--- config.mk ---
export PLATFORM = sky130hd
export DESIGN_NAME = button_events_flat
export DESIGN_NICKNAME = d
export VERILOG_FILES = /design/src/rtl/button_events_pkg.sv /design/src/rtl/button_events_if.sv /design/src/rtl/button_events_fsm.sv /design/src/rtl/button_events.sv /design/src/flat_wrapper.sv
export SDC_FILE = /design/constraint.sdc
export NUM_CORES = 1
export LEC_CHECK = 0
export CORE_UTILIZATION = 25
export CTS_CLUSTER_DIAMETER = 150
export DETAILED_ROUTE_END_ITERATION = 8
export SLEW_MARGIN = 10
export SYNTH_ARGS = -nofsm -noshare
export SYNTH_HDL_FRONTEND = slang
export SYNTH_SLANG_ARGS = --single-unit
--- constraint.sdc ---
create_clock -name clk -period 2.9 [get_ports clk]
set_input_delay 0.725 -clock clk [delete_from_list [all_inputs] [get_ports clk]]
set_output_delay 0.725 -clock clk [all_outputs]
set_load 0.01 [all_outputs]
--- src/rtl/button_events_pkg.sv ---
// Shared types and sizes for the two-button event generator.
package button_events_pkg;

   typedef enum logic [1:0] {
      EV_PRESS   = 2'b00,
      EV_RELEASE = 2'b01,
      EV_LONG    = 2'b10,
      EV_REPEAT  = 2'b11
   } ev_type_t;

   typedef enum logic [1:0] {
      ST_IDLE,
      ST_HELD,
      ST_REPEAT
   } btn_state_t;

   localparam int EV_W       = 3;
   localparam int FIFO_DEPTH = 4;
   localparam int CNT_W      = 8;

endpackage

--- src/rtl/button_events_if.sv ---
// Event consumer port: head-of-FIFO event, pop strobe and sticky overflow.
interface button_events_if;
   import button_events_pkg::*;

   logic            ev_valid;
   logic [EV_W-1:0] ev_code;
   logic            ev_ack;
   logic            overflow;
   logic            ov_clr;

   modport master (output ev_valid, ev_code, overflow, input ev_ack, ov_clr);
   modport slave  (input ev_valid, ev_code, overflow, output ev_ack, ov_clr);
endinterface

--- src/rtl/button_events_fsm.sv ---
// Per-button press/long/repeat FSM with tick counter and a one-entry pending event.
//   state     | meaning
//   ST_IDLE   | button released, waiting for press
//   ST_HELD   | pressed, counting ticks toward long-press
//   ST_REPEAT | long press reported, counting ticks between repeats
module button_fsm
   import button_events_pkg::*;
#(
   parameter int   LONG_TICKS   = 50,
   parameter int   REPEAT_TICKS = 10,
   parameter logic BUTTON_ID    = 1'b0
) (
   input  logic            clk,
   input  logic            reset_n,
   input  logic            tick,
   input  logic            btn_in,
   input  logic            pend_pop,
   output logic            pend_valid,
   output logic [EV_W-1:0] pend_code,
   output logic            pend_ovf
);

   localparam logic [CNT_W-1:0] LONG_C   = CNT_W'(LONG_TICKS);
   localparam logic [CNT_W-1:0] REPEAT_C = CNT_W'(REPEAT_TICKS);

   btn_state_t       state_q, state_d;
   logic [CNT_W-1:0] cnt_q, cnt_d, cnt_inc;
   logic             pend_valid_q, pend_valid_d;
   logic [EV_W-1:0]  pend_code_q, pend_code_d;
   logic             ev_fire;
   ev_type_t         ev_type;

   always_comb begin
      state_d = state_q;
      cnt_d   = cnt_q;
      ev_fire = 1'b0;
      ev_type = EV_PRESS;
      cnt_inc = cnt_q + 8'd1;
      case (state_q)
         ST_IDLE: begin
            if (btn_in) begin
               state_d = ST_HELD;
               cnt_d   = '0;
               ev_fire = 1'b1;
               ev_type = EV_PRESS;
            end
         end
         ST_HELD, ST_REPEAT: begin
            // release is checked first so it suppresses a coincident long/repeat
            if (!btn_in) begin
               state_d = ST_IDLE;
               cnt_d   = '0;
               ev_fire = 1'b1;
               ev_type = EV_RELEASE;
            end else if (tick) begin
               if (state_q == ST_HELD && cnt_inc == LONG_C) begin
                  state_d = ST_REPEAT;
                  cnt_d   = '0;
                  ev_fire = 1'b1;
                  ev_type = EV_LONG;
               end else if (state_q == ST_REPEAT && cnt_inc == REPEAT_C) begin
                  cnt_d   = '0;
                  ev_fire = 1'b1;
                  ev_type = EV_REPEAT;
               end else begin
                  cnt_d = cnt_inc;
               end
            end
         end
         default: begin
            state_d = ST_IDLE;
            cnt_d   = '0;
         end
      endcase
   end

   always_comb begin
      pend_valid_d = pend_valid_q & ~pend_pop;
      pend_code_d  = pend_code_q;
      pend_ovf     = ev_fire & pend_valid_q & ~pend_pop;
      if (ev_fire) begin
         pend_valid_d = 1'b1;
         pend_code_d  = {BUTTON_ID, ev_type};
      end
   end

   always_ff @(posedge clk or negedge reset_n) begin
      if (!reset_n) begin
         state_q      <= ST_IDLE;
         cnt_q        <= '0;
         pend_valid_q <= 1'b0;
         pend_code_q  <= '0;
      end else begin
         state_q      <= state_d;
         cnt_q        <= cnt_d;
         pend_valid_q <= pend_valid_d;
         pend_code_q  <= pend_code_d;
      end
   end

   assign pend_valid = pend_valid_q;
   assign pend_code  = pend_code_q;

endmodule

--- src/rtl/button_events.sv ---
// Two button FSMs feeding a fixed-priority arbiter and a 4-entry event FIFO.
module button_events
   import button_events_pkg::*;
#(
   parameter int LONG_TICKS   = 50,
   parameter int REPEAT_TICKS = 10
) (
   input  logic              clk,
   input  logic              reset_n,
   input  logic              tick,
   input  logic              in1,
   input  logic              in2,
   button_events_if.master   ev_if
);

   localparam int PTR_W = $clog2(FIFO_DEPTH);

   logic            p1_valid, p2_valid, p1_pop, p2_pop, p1_ovf, p2_ovf;
   logic [EV_W-1:0] p1_code, p2_code;

   button_fsm #(.LONG_TICKS(LONG_TICKS), .REPEAT_TICKS(REPEAT_TICKS), .BUTTON_ID(1'b0)) u_btn1 (
      .clk(clk), .reset_n(reset_n), .tick(tick), .btn_in(in1), .pend_pop(p1_pop),
      .pend_valid(p1_valid), .pend_code(p1_code), .pend_ovf(p1_ovf)
   );

   button_fsm #(.LONG_TICKS(LONG_TICKS), .REPEAT_TICKS(REPEAT_TICKS), .BUTTON_ID(1'b1)) u_btn2 (
      .clk(clk), .reset_n(reset_n), .tick(tick), .btn_in(in2), .pend_pop(p2_pop),
      .pend_valid(p2_valid), .pend_code(p2_code), .pend_ovf(p2_ovf)
   );

   // The arbiter always consumes the winner; if the FIFO is full it is dropped.
   assign p1_pop = p1_valid;
   assign p2_pop = p2_valid & ~p1_valid;

   logic [PTR_W:0]  wr_ptr_q, wr_ptr_d, rd_ptr_q, rd_ptr_d;
   logic [EV_W-1:0] mem_q [FIFO_DEPTH];
   logic [EV_W-1:0] mem_d [FIFO_DEPTH];
   logic            ovf_q, ovf_d;
   logic            fifo_empty, fifo_full, push, pop, push_ok, drop;
   logic [EV_W-1:0] push_code;

   assign fifo_empty = (wr_ptr_q == rd_ptr_q);
   assign fifo_full  = (wr_ptr_q[PTR_W] != rd_ptr_q[PTR_W]) &&
                       (wr_ptr_q[PTR_W-1:0] == rd_ptr_q[PTR_W-1:0]);
   assign pop        = ev_if.ev_ack & ~fifo_empty;
   assign push       = p1_valid | p2_valid;
   assign push_code  = p1_valid ? p1_code : p2_code;
   assign push_ok    = push & (~fifo_full | pop);
   assign drop       = push & fifo_full & ~pop;

   always_comb begin
      mem_d    = mem_q;
      wr_ptr_d = wr_ptr_q;
      rd_ptr_d = rd_ptr_q;
      if (push_ok) begin
         mem_d[wr_ptr_q[PTR_W-1:0]] = push_code;
         wr_ptr_d = wr_ptr_q + {{PTR_W{1'b0}}, 1'b1};
      end
      if (pop) begin
         rd_ptr_d = rd_ptr_q + {{PTR_W{1'b0}}, 1'b1};
      end
   end

   always_comb begin
      ovf_d = ovf_q;
      if (ev_if.ov_clr) ovf_d = 1'b0;
      if (drop | p1_ovf | p2_ovf) ovf_d = 1'b1;
   end

   always_ff @(posedge clk or negedge reset_n) begin
      if (!reset_n) begin
         wr_ptr_q <= '0;
         rd_ptr_q <= '0;
         ovf_q    <= 1'b0;
         for (int i = 0; i < FIFO_DEPTH; i++) mem_q[i] <= '0;
      end else begin
         wr_ptr_q <= wr_ptr_d;
         rd_ptr_q <= rd_ptr_d;
         ovf_q    <= ovf_d;
         for (int i = 0; i < FIFO_DEPTH; i++) mem_q[i] <= mem_d[i];
      end
   end

   assign ev_if.ev_valid = ~fifo_empty;
   assign ev_if.ev_code  = mem_q[rd_ptr_q[PTR_W-1:0]];
   assign ev_if.overflow = ovf_q;

endmodule

--- src/flat_wrapper.sv ---
// flat-port wrapper written by rule: the top's interface ports become plain ports
module button_events_flat import button_events_pkg::*;
#(
   parameter int LONG_TICKS   = 50,
   parameter int REPEAT_TICKS = 10
)
  (clk, reset_n, tick, in1, in2, ev_if_ev_valid, ev_if_ev_code, ev_if_overflow, ev_if_ev_ack, ev_if_ov_clr);
  button_events_if ev_if_i ();
  input  logic clk;
  input  logic reset_n;
  input  logic tick;
  input  logic in1;
  input  logic in2;
  output wire logic [$bits(ev_if_i.ev_valid)-1:0] ev_if_ev_valid;
  output wire logic [$bits(ev_if_i.ev_code)-1:0] ev_if_ev_code;
  output wire logic [$bits(ev_if_i.overflow)-1:0] ev_if_overflow;
  input wire logic [$bits(ev_if_i.ev_ack)-1:0] ev_if_ev_ack;
  input wire logic [$bits(ev_if_i.ov_clr)-1:0] ev_if_ov_clr;
  assign ev_if_ev_valid = ev_if_i.ev_valid;
  assign ev_if_ev_code = ev_if_i.ev_code;
  assign ev_if_overflow = ev_if_i.overflow;
  assign ev_if_i.ev_ack = ev_if_ev_ack;
  assign ev_if_i.ov_clr = ev_if_ov_clr;
  button_events #(.LONG_TICKS(LONG_TICKS), .REPEAT_TICKS(REPEAT_TICKS)) u_core (.clk(clk), .reset_n(reset_n), .tick(tick), .in1(in1), .in2(in2), .ev_if(ev_if_i));
endmodule
# ---- Word level (Yosys, flattened, before mapping)
# Index checks and enable logic that the tools add are counted.
dict set report classes {
  n_addsub 4
  n_lt_le_gt_ge 3
  eq_ne 17
  n_mux 55
  bitwise 21
  n_reduce_logical 15
}
# cell count
set ops {}
lappend ops {{2-to-1 mux 8 bit} 10}
lappend ops {{2-to-1 mux 2 bit} 18}
lappend ops {{one-hot mux 8 bit (2 select lines)} 2}
lappend ops {{adder 8 x 1 -> 8 bit (second input constant)} 2}
lappend ops {{equality test 8 x 4 -> 1 bit (second input constant)} 2}
lappend ops {{equality test 8 x 6 -> 1 bit (second input constant)} 2}
lappend ops {{2-to-1 mux 1 bit} 14}
lappend ops {{bitwise mux 12 bit} 1}
lappend ops {{2-to-1 mux 3 bit} 4}
lappend ops {{inequality test 3 bit (second input constant)} 4}
lappend ops {{bitwise AND 1 bit} 10}
lappend ops {{one-hot mux 2 bit (2 select lines)} 2}
lappend ops {{adder 3 x 1 -> 3 bit (second input constant)} 2}
lappend ops {{binary-select mux 3 bit (select 2 bit)} 1}
lappend ops {{demux 3 bit (select 2 bit)} 1}
lappend ops {{>= comparator 3 bit (second input constant)} 2}
lappend ops {{logical AND 1 bit} 6}
lappend ops {{NOT 2 -> 3 bit} 2}
lappend ops {{AND reduction 3 bit} 2}
lappend ops {{NOT 1 bit} 5}
lappend ops {{equality test 2 x 1 -> 1 bit (second input constant)} 2}
lappend ops {{equality test 2 bit (second input constant)} 2}
lappend ops {{logical NOT 2 bit} 2}
lappend ops {{inequality test 2 bit (second input constant)} 2}
lappend ops {{other kinds (9)} 15}
dict set report totals {
  reg_bits 46
  input_bits 7
  out_inout_bits 5
  elab_cells 130
}

# ---- Depth between registers and ports, before layout
# Gate-level depths: netlist of the first run.
dict set report logic_depth {
  ltp_word 13
  depth_mapped 8
}

# ---- Hierarchy
# A second synthesis of the first run with hierarchy kept.
dict set report unflattened {
  cells_unflattened 301
  hier_area_um2 3194.3
}
# mod instances cells_per_inst area_per_inst_um2 seq_area_each_um2
set by_module_without_submodules {}
lappend by_module_without_submodules {button_events 1 76 1154.9 475.5}
lappend by_module_without_submodules {{button_fsm at u_core.u_btn2} 1 120 1082.3 350.3}
lappend by_module_without_submodules {{button_fsm at u_core.u_btn1} 1 105 957.2 325.3}

# ---- Worst setup path before layout of the first run
# OpenSTA, ideal clock, no wires.
dict set report synth_path {
  path_type {reg-to-reg}
  startpoint {register u_core.u_btn1.cnt_q[0]}
  endpoint {register u_core.u_btn1.pend_code_q[0], in the netlist u_core.u_btn1.pend_code[0]}
  setup_time_ns 0.128
  arrival_time_ns 2.179
  slack_ns 0.594
  stages_incl_launch_ff 8
  path_buffers 0
  synth_period_minus_slack_ns 2.306
  path_cell_list {dfrtp_1 > ha_1 > nand3_2 > or4b_1 > o22ai_2 > o2111ai_1 > a21oi_2 > mux2_1}
}
dict set report synth_via {
  elab_chain_cells 8
}
# item line
set synth_lines {}
lappend synth_lines {{start: declaration} button_events_fsm.sv:27} ;# logic [CNT_W-1:0] cnt_q, cnt_d, cnt_inc;
lappend synth_lines {{start signal: assignment} button_events_fsm.sv:95} ;# cnt_q <= cnt_d;
lappend synth_lines {{adder 8 x 1 -> 8 bit (*)} button_events_fsm.sv:38} ;# cnt_inc = cnt_q + 8'd1;
lappend synth_lines {{equality test 8 x 4 -> 1 bit} button_events_fsm.sv:61} ;# end else if (state_q == ST_REPEAT && cnt_inc == REPEAT_C) begin
lappend synth_lines {{logical AND 1 bit} button_events_fsm.sv:61}
lappend synth_lines {{2-to-1 mux 1 bit} button_events_fsm.sv:61}
lappend synth_lines {{2-to-1 mux 1 bit (*)} button_events_fsm.sv:56} ;# if (state_q == ST_HELD && cnt_inc == LONG_C) begin
lappend synth_lines {{2-to-1 mux 1 bit (*)} button_events_fsm.sv:55} ;# end else if (tick) begin
lappend synth_lines {{2-to-1 mux 1 bit (*)} button_events_fsm.sv:50} ;# if (!btn_in) begin
lappend synth_lines {{one-hot mux 1 bit (2 select lines) (*)} button_events_fsm.sv:39} ;# case (state_q)
lappend synth_lines {{named net u_core.u_btn1.ev_fire} button_events_fsm.sv:30} ;# logic ev_fire;
lappend synth_lines {{end signal: assignment} button_events_fsm.sv:97} ;# pend_code_q <= pend_code_d;
lappend synth_lines {{end: declaration} button_events_fsm.sv:29} ;# logic [EV_W-1:0] pend_code_q, pend_code_d;
# The timed path passes the listed nets; every way through them passes the cells marked *.
# A chain may end at the register's enable or synchronous reset.

# ---- Final worst setup path of the first run
dict set report layout_path {
  startpoint {register u_core.rd_ptr_q[0]}
  endpoint {output ev_if_ev_code[0]}
}
dict set report layout_via {
  elab_chain_cells 4
}
# item line
set layout_lines {}
lappend layout_lines {{start: declaration} button_events.sv:35} ;# logic [PTR_W:0] wr_ptr_q, wr_ptr_d, rd_ptr_q, rd_ptr_d;
lappend layout_lines {{start signal: assignment} button_events.sv:78} ;# rd_ptr_q <= rd_ptr_d;
lappend layout_lines {{NOT 2 -> 3 bit (implied by the code)} button_events.sv:85} ;# assign ev_if.ev_code = mem_q[rd_ptr_q[PTR_W-1:0]];
lappend layout_lines {{binary-select mux 3 bit (select 2 bit)} button_events.sv:85}
lappend layout_lines {{2-to-1 mux 3 bit (implied by the code) (2 in series)} button_events.sv:85}
lappend layout_lines {{end: declaration} flat_wrapper.sv:15} ;# output wire logic [$bits(ev_if_i.ev_code)-1:0] ev_if_ev_code;
# Every way passes these cells. The select of a mux whose other input is x is not followed.

==> results of run 1 <==
kinds of logic after synthesis:
kind of cell	share of synthesized area (%)
AND/OR/NAND/NOR	15.49
AO/OA/AOI/OAI	13.20
flip-flops	42.03
multiplexers	12.84
buffers and inverters	3.883
adder cells (fa/ha/maj)	7.766
XOR/XNOR	4.796
final cells by class:
type | instances | share of cell area, %
clock buffer | 5 | 2.235
inverter | 15 | 1.829
clock inverter | 3 | 0.7720
timing repair buffer | 14 | 4.145
multi-input combinational | 201 | 48.11
tap | 136 | 5.526
sequential | 46 | 37.38
state kept, by name, summed over array words and instances, names as in the netlist:
| name | count |
|---|---|
| u_core.u_btn1.state_q | 2 |
| u_core.wr_ptr_q | 3 |
| u_core.mem_q | 12 |
| u_core.u_btn2.state_q | 2 |
| u_core.ev_if.overflow | 1 |
| u_core.u_btn1.cnt_q | 8 |
| u_core.u_btn2.pend_code | 3 |
| u_core.u_btn2.pend_valid | 1 |
| u_core.u_btn1.pend_code | 2 |
| u_core.u_btn1.pend_valid | 1 |
| u_core.u_btn2.cnt_q | 8 |
| u_core.rd_ptr_q | 3 |
worst reg2reg max path, stage by stage, from the launching register on:
cell and delay (ps):
dfrtp_1 430, ha_1 320, nand3_2 160, or4b_1 570
o22ai_2 220, o2111ai_1 170, a21oi_2 230, mux2_1 340
layer usage:
metal | GRT usage, % | up-vias | routed length (um)
li1 | - | 994 | -
met1 | 13.51 | 1008 | 2640
met2 | 17.60 | 30 | 2614
met3 | 2.249 | 7 | 169
met4 | 2.935 | 0 | 64
met5 | 0 | - | 0
cell usage in the layout, fill, tap and decap left out, types with 2 or more instances in the layout:
cell | netlist | routed
dfrtp_1 | 46 | 46
nand2_1 | 27 | 27
nand3_1 | 17 | 17
mux2_2 | 17 | 17
ha_1 | 17 | 17
inv_1 | 15 | 15
nor2_1 | 14 | 14
o21ai_0 | 12 | 12
xnor2_1 | 11 | 11
a31oi_1 | 10 | 10
clkdlybuf4s50_1 | 0 | 10
a21oi_1 | 8 | 8
mux2i_1 | 7 | 7
o22ai_1 | 6 | 6
clkbuf_8 | 0 | 5
and3_1 | 4 | 4
xor2_1 | 4 | 4
nand3b_1 | 4 | 4
nand4_1 | 3 | 3
mux4_2 | 3 | 3
and2_1 | 3 | 3
o21ai_1 | 3 | 3
buf_4 | 0 | 3
nor2b_1 | 2 | 2
o31ai_1 | 2 | 2
or4b_1 | 2 | 2
o2111ai_1 | 2 | 2
a21o_1 | 2 | 2
nor3_1 | 2 | 2
a21boi_0 | 2 | 2
mux2_1 | 2 | 2
clkinvlp_4 | 0 | 2
worst paths after layout:
kind / to / slack [ps] / start
setup / recovery: ev_if_ev_code[0] / 220 / u_core.rd_ptr_q[0]$_DFFE_PN0P_
hold / removal: u_core.u_btn1.cnt_q[4]$_DFFE_PN0P_ / 330 / reset_n
setup reg to reg: u_core.u_btn1.pend_code[1]$_DFFE_PN0N_ / 340 / u_core.u_btn1.cnt_q[0]$_DFFE_PN0P_
hold reg to reg: u_core.u_btn2.pend_code[2]$_DFFE_PN0P_ / 480 / u_core.u_btn2.pend_code[2]$_DFFE_PN0P_
max in group asynchronous: u_core.mem_q[1]$_DFFE_PN0P_ / 1810 / reset_n
min in group clk: u_core.u_btn2.pend_code[2]$_DFFE_PN0P_ / 480 / u_core.u_btn2.pend_code[2]$_DFFE_PN0P_
power by group:
group | internal [W] | total, W | switching (W)
combinational | 0.000481 | 0.000937 | 0.000456
sequential | 0.000802 | 0.000962 | 0.000159
clock | 0.000173 | 0.000418 | 0.000246
per-stage QoR:
| stage | instances | setup slack (ps) | utilization, % |
|---|---|---|---|
| after global placement | 412 | 402.4 | 28.55 |
| after detailed placement | 412 | 383.0 | 28.55 |
| after CTS | 420 | 192.9 | 29.43 |
| final | 420 | 224.4 | 29.43 |
| after global routing | 420 | 125.8 | 29.43 |
| after floorplan | 273 | 593.7 | - |
==> reports/metrics.csv, run 1 <==
stage,metric,value,unit
logic_synthesis,ys_ff_latch,46,
setup_path,end_kind,primary output,
logic_synthesis,yosysSeqAreaShare,42.03,%
timing,holdWs,326.9,ps
setup_path,critPathSlowestCell,dfrtp_1,
floorplan,core_area,10460,sq um
power_and_ir_drop,vdd.ir_drop.worst,0.3775,mV
logic_synthesis,syn_nets,297,
floorplan,die_x,106.7,um
timing,grt_setup_unrepaired,no,
timing,fin_crit_sh,92.26,%
place,dpl.hpwl,4.088,mm
clocking,cts_buffer_depth,2,
clocking,cts_buffers,5,
job,max_cap_viol_count,0,
setup_path,cpPeakStageDelay,570,ps
power_and_ir_drop,p_leak,1.293,nW
clocking,clk_root_buffer_cell,clkbuf_8,
logic_synthesis,ys_types,46,
clocking,cts_tree,yes,
clocking,h-tree-depth,2,
grt,overflow,0,
timing,slew-limit-headroom,57.30,%
grt,grtUsageTotal,10.48,%
logic_synthesis,yosysWarningCount,0,
layout,ff_latch_area,1151,sq um
timing,clock.fmax,373.7,MHz
status,outcome,completed,
power_and_ir_drop,total_power,0.002317,W
logic_synthesis,async_flop_share,100.0,%
grt,grt_pass1_wl,9.480,mm
setup_path,crit_family,flip-flops,
logic_synthesis,yosysTopAreaCellShare,42.03,%
setup_path,crit_fanout,6,
setup_path,worstSetupPathType,register to primary output,
logic_synthesis,synthesis.area,2739,sq um
layout,fin_nets,307,
clocking,clkLatencyLatePin,310,ps
timing,slew_viol_final,0,
hold_path,worstHoldPathType,primary input to asynchronous set/reset pin,
clocking,cts.sinks,46,
routing,drt_iter0_drc,62,
floorplan,fp.dieH,106.7,um
grt,grt_pass1_vias,2000,
routing,post_drt_wl_per_cell,13.07,um
timing,min_period,2676,ps
setup_path,cp.depth,2,
timing,hold_violations,0,
power_and_ir_drop,power_density,752.6,nW/um^2
setup_path,cp-start-kind,register,
routing,route.detailed.drc,0,
layout,syn_to_final_growth,12.43,%
setup_path,worstRegToRegCells,7,
place,place_congestion,0.7864,
timing,setup_viol,0,
routing,dr_total_vias,2039,
setup_path,worst_ep_required_time,2170,ps
routing,ant_nets,0,
logic_synthesis,yosys-top-cells-area,"dfrtp_1, ha_1, mux2_2",
layout,num_antenna_cells,0,
logic_synthesis,netlist_instances,273,
clocking,postCtsHoldBufs,0,
place,io_buffers,11,
grt,grt_max_degree,34,
timing,finalSetupTns,0,ps
logic_synthesis,synth_most_common_cell,dfrtp_1,
routing,viasPerCell,4.855,
logic_synthesis,ys.flop_type,dfrtp_1,
clocking,cts.clk_slew.worst_paths,100,ps
layout,layout.filler_cells,1143,
place,placed_area,2987,sq um
setup_path,crit_chain,mux4_2 -> clkdlybuf4s50_1,
logic_synthesis,syn_area_per_cell,10.03,sq um
grt,antenna_found_initial,0,
timing,worst_pin_slew,636.2,ps
floorplan,num_io_pins,12,
clocking,cts_resized,0,
logic_synthesis,synth_top_area_cell,dfrtp_1,
clocking,post_cts_buffers,0,
layout,final_cell_area,3079,sq um
routing,drt-total-wl,5.488,mm
logic_synthesis,synth_edf_count,0,
floorplan,die_area,11380,sq um
layout,multi_input_area,1481,sq um
routing,first_pass_iters,4,
layout,drive_above_1_share,13.73,%
floorplan,start_util,26.18,%
floorplan,row_count,37,
setup_path,cp_num_buf_inv,1,
logic_synthesis,synth_common_cells,"dfrtp_1, nand2_1, ha_1, mux2_2, nand3_1",
timing,skew,17.44,ps
setup_path,cp.arrival,1950,ps
(Power assumes the default switching activity.)
==> run 2: changes to the inputs <==
--- a/config.mk
+++ b/config.mk
@@ -6,9 +6,9 @@
 export NUM_CORES = 1
 export LEC_CHECK = 0
 export CORE_UTILIZATION = 25
-export CTS_CLUSTER_DIAMETER = 150
+export CTS_CLUSTER_DIAMETER = 200
 export DETAILED_ROUTE_END_ITERATION = 8
-export SLEW_MARGIN = 10
+export SLEW_MARGIN = 25
 export SYNTH_ARGS = -nofsm -noshare
 export SYNTH_HDL_FRONTEND = slang
 export SYNTH_SLANG_ARGS = --single-unit
==> results of run 2 <==
The final DEF is identical to that of run 1; final timing and power are the same.
==> run 3: changes to the inputs <==
--- a/config.mk
+++ b/config.mk
@@ -5,6 +5,7 @@
 export SDC_FILE = /design/constraint.sdc
 export NUM_CORES = 1
 export LEC_CHECK = 0
+export CAP_MARGIN = 30
 export CORE_UTILIZATION = 25
 export CTS_CLUSTER_DIAMETER = 200
 export DETAILED_ROUTE_END_ITERATION = 8
==> results of run 3 <==
The final DEF is identical to that of run 1; final timing and power are the same.
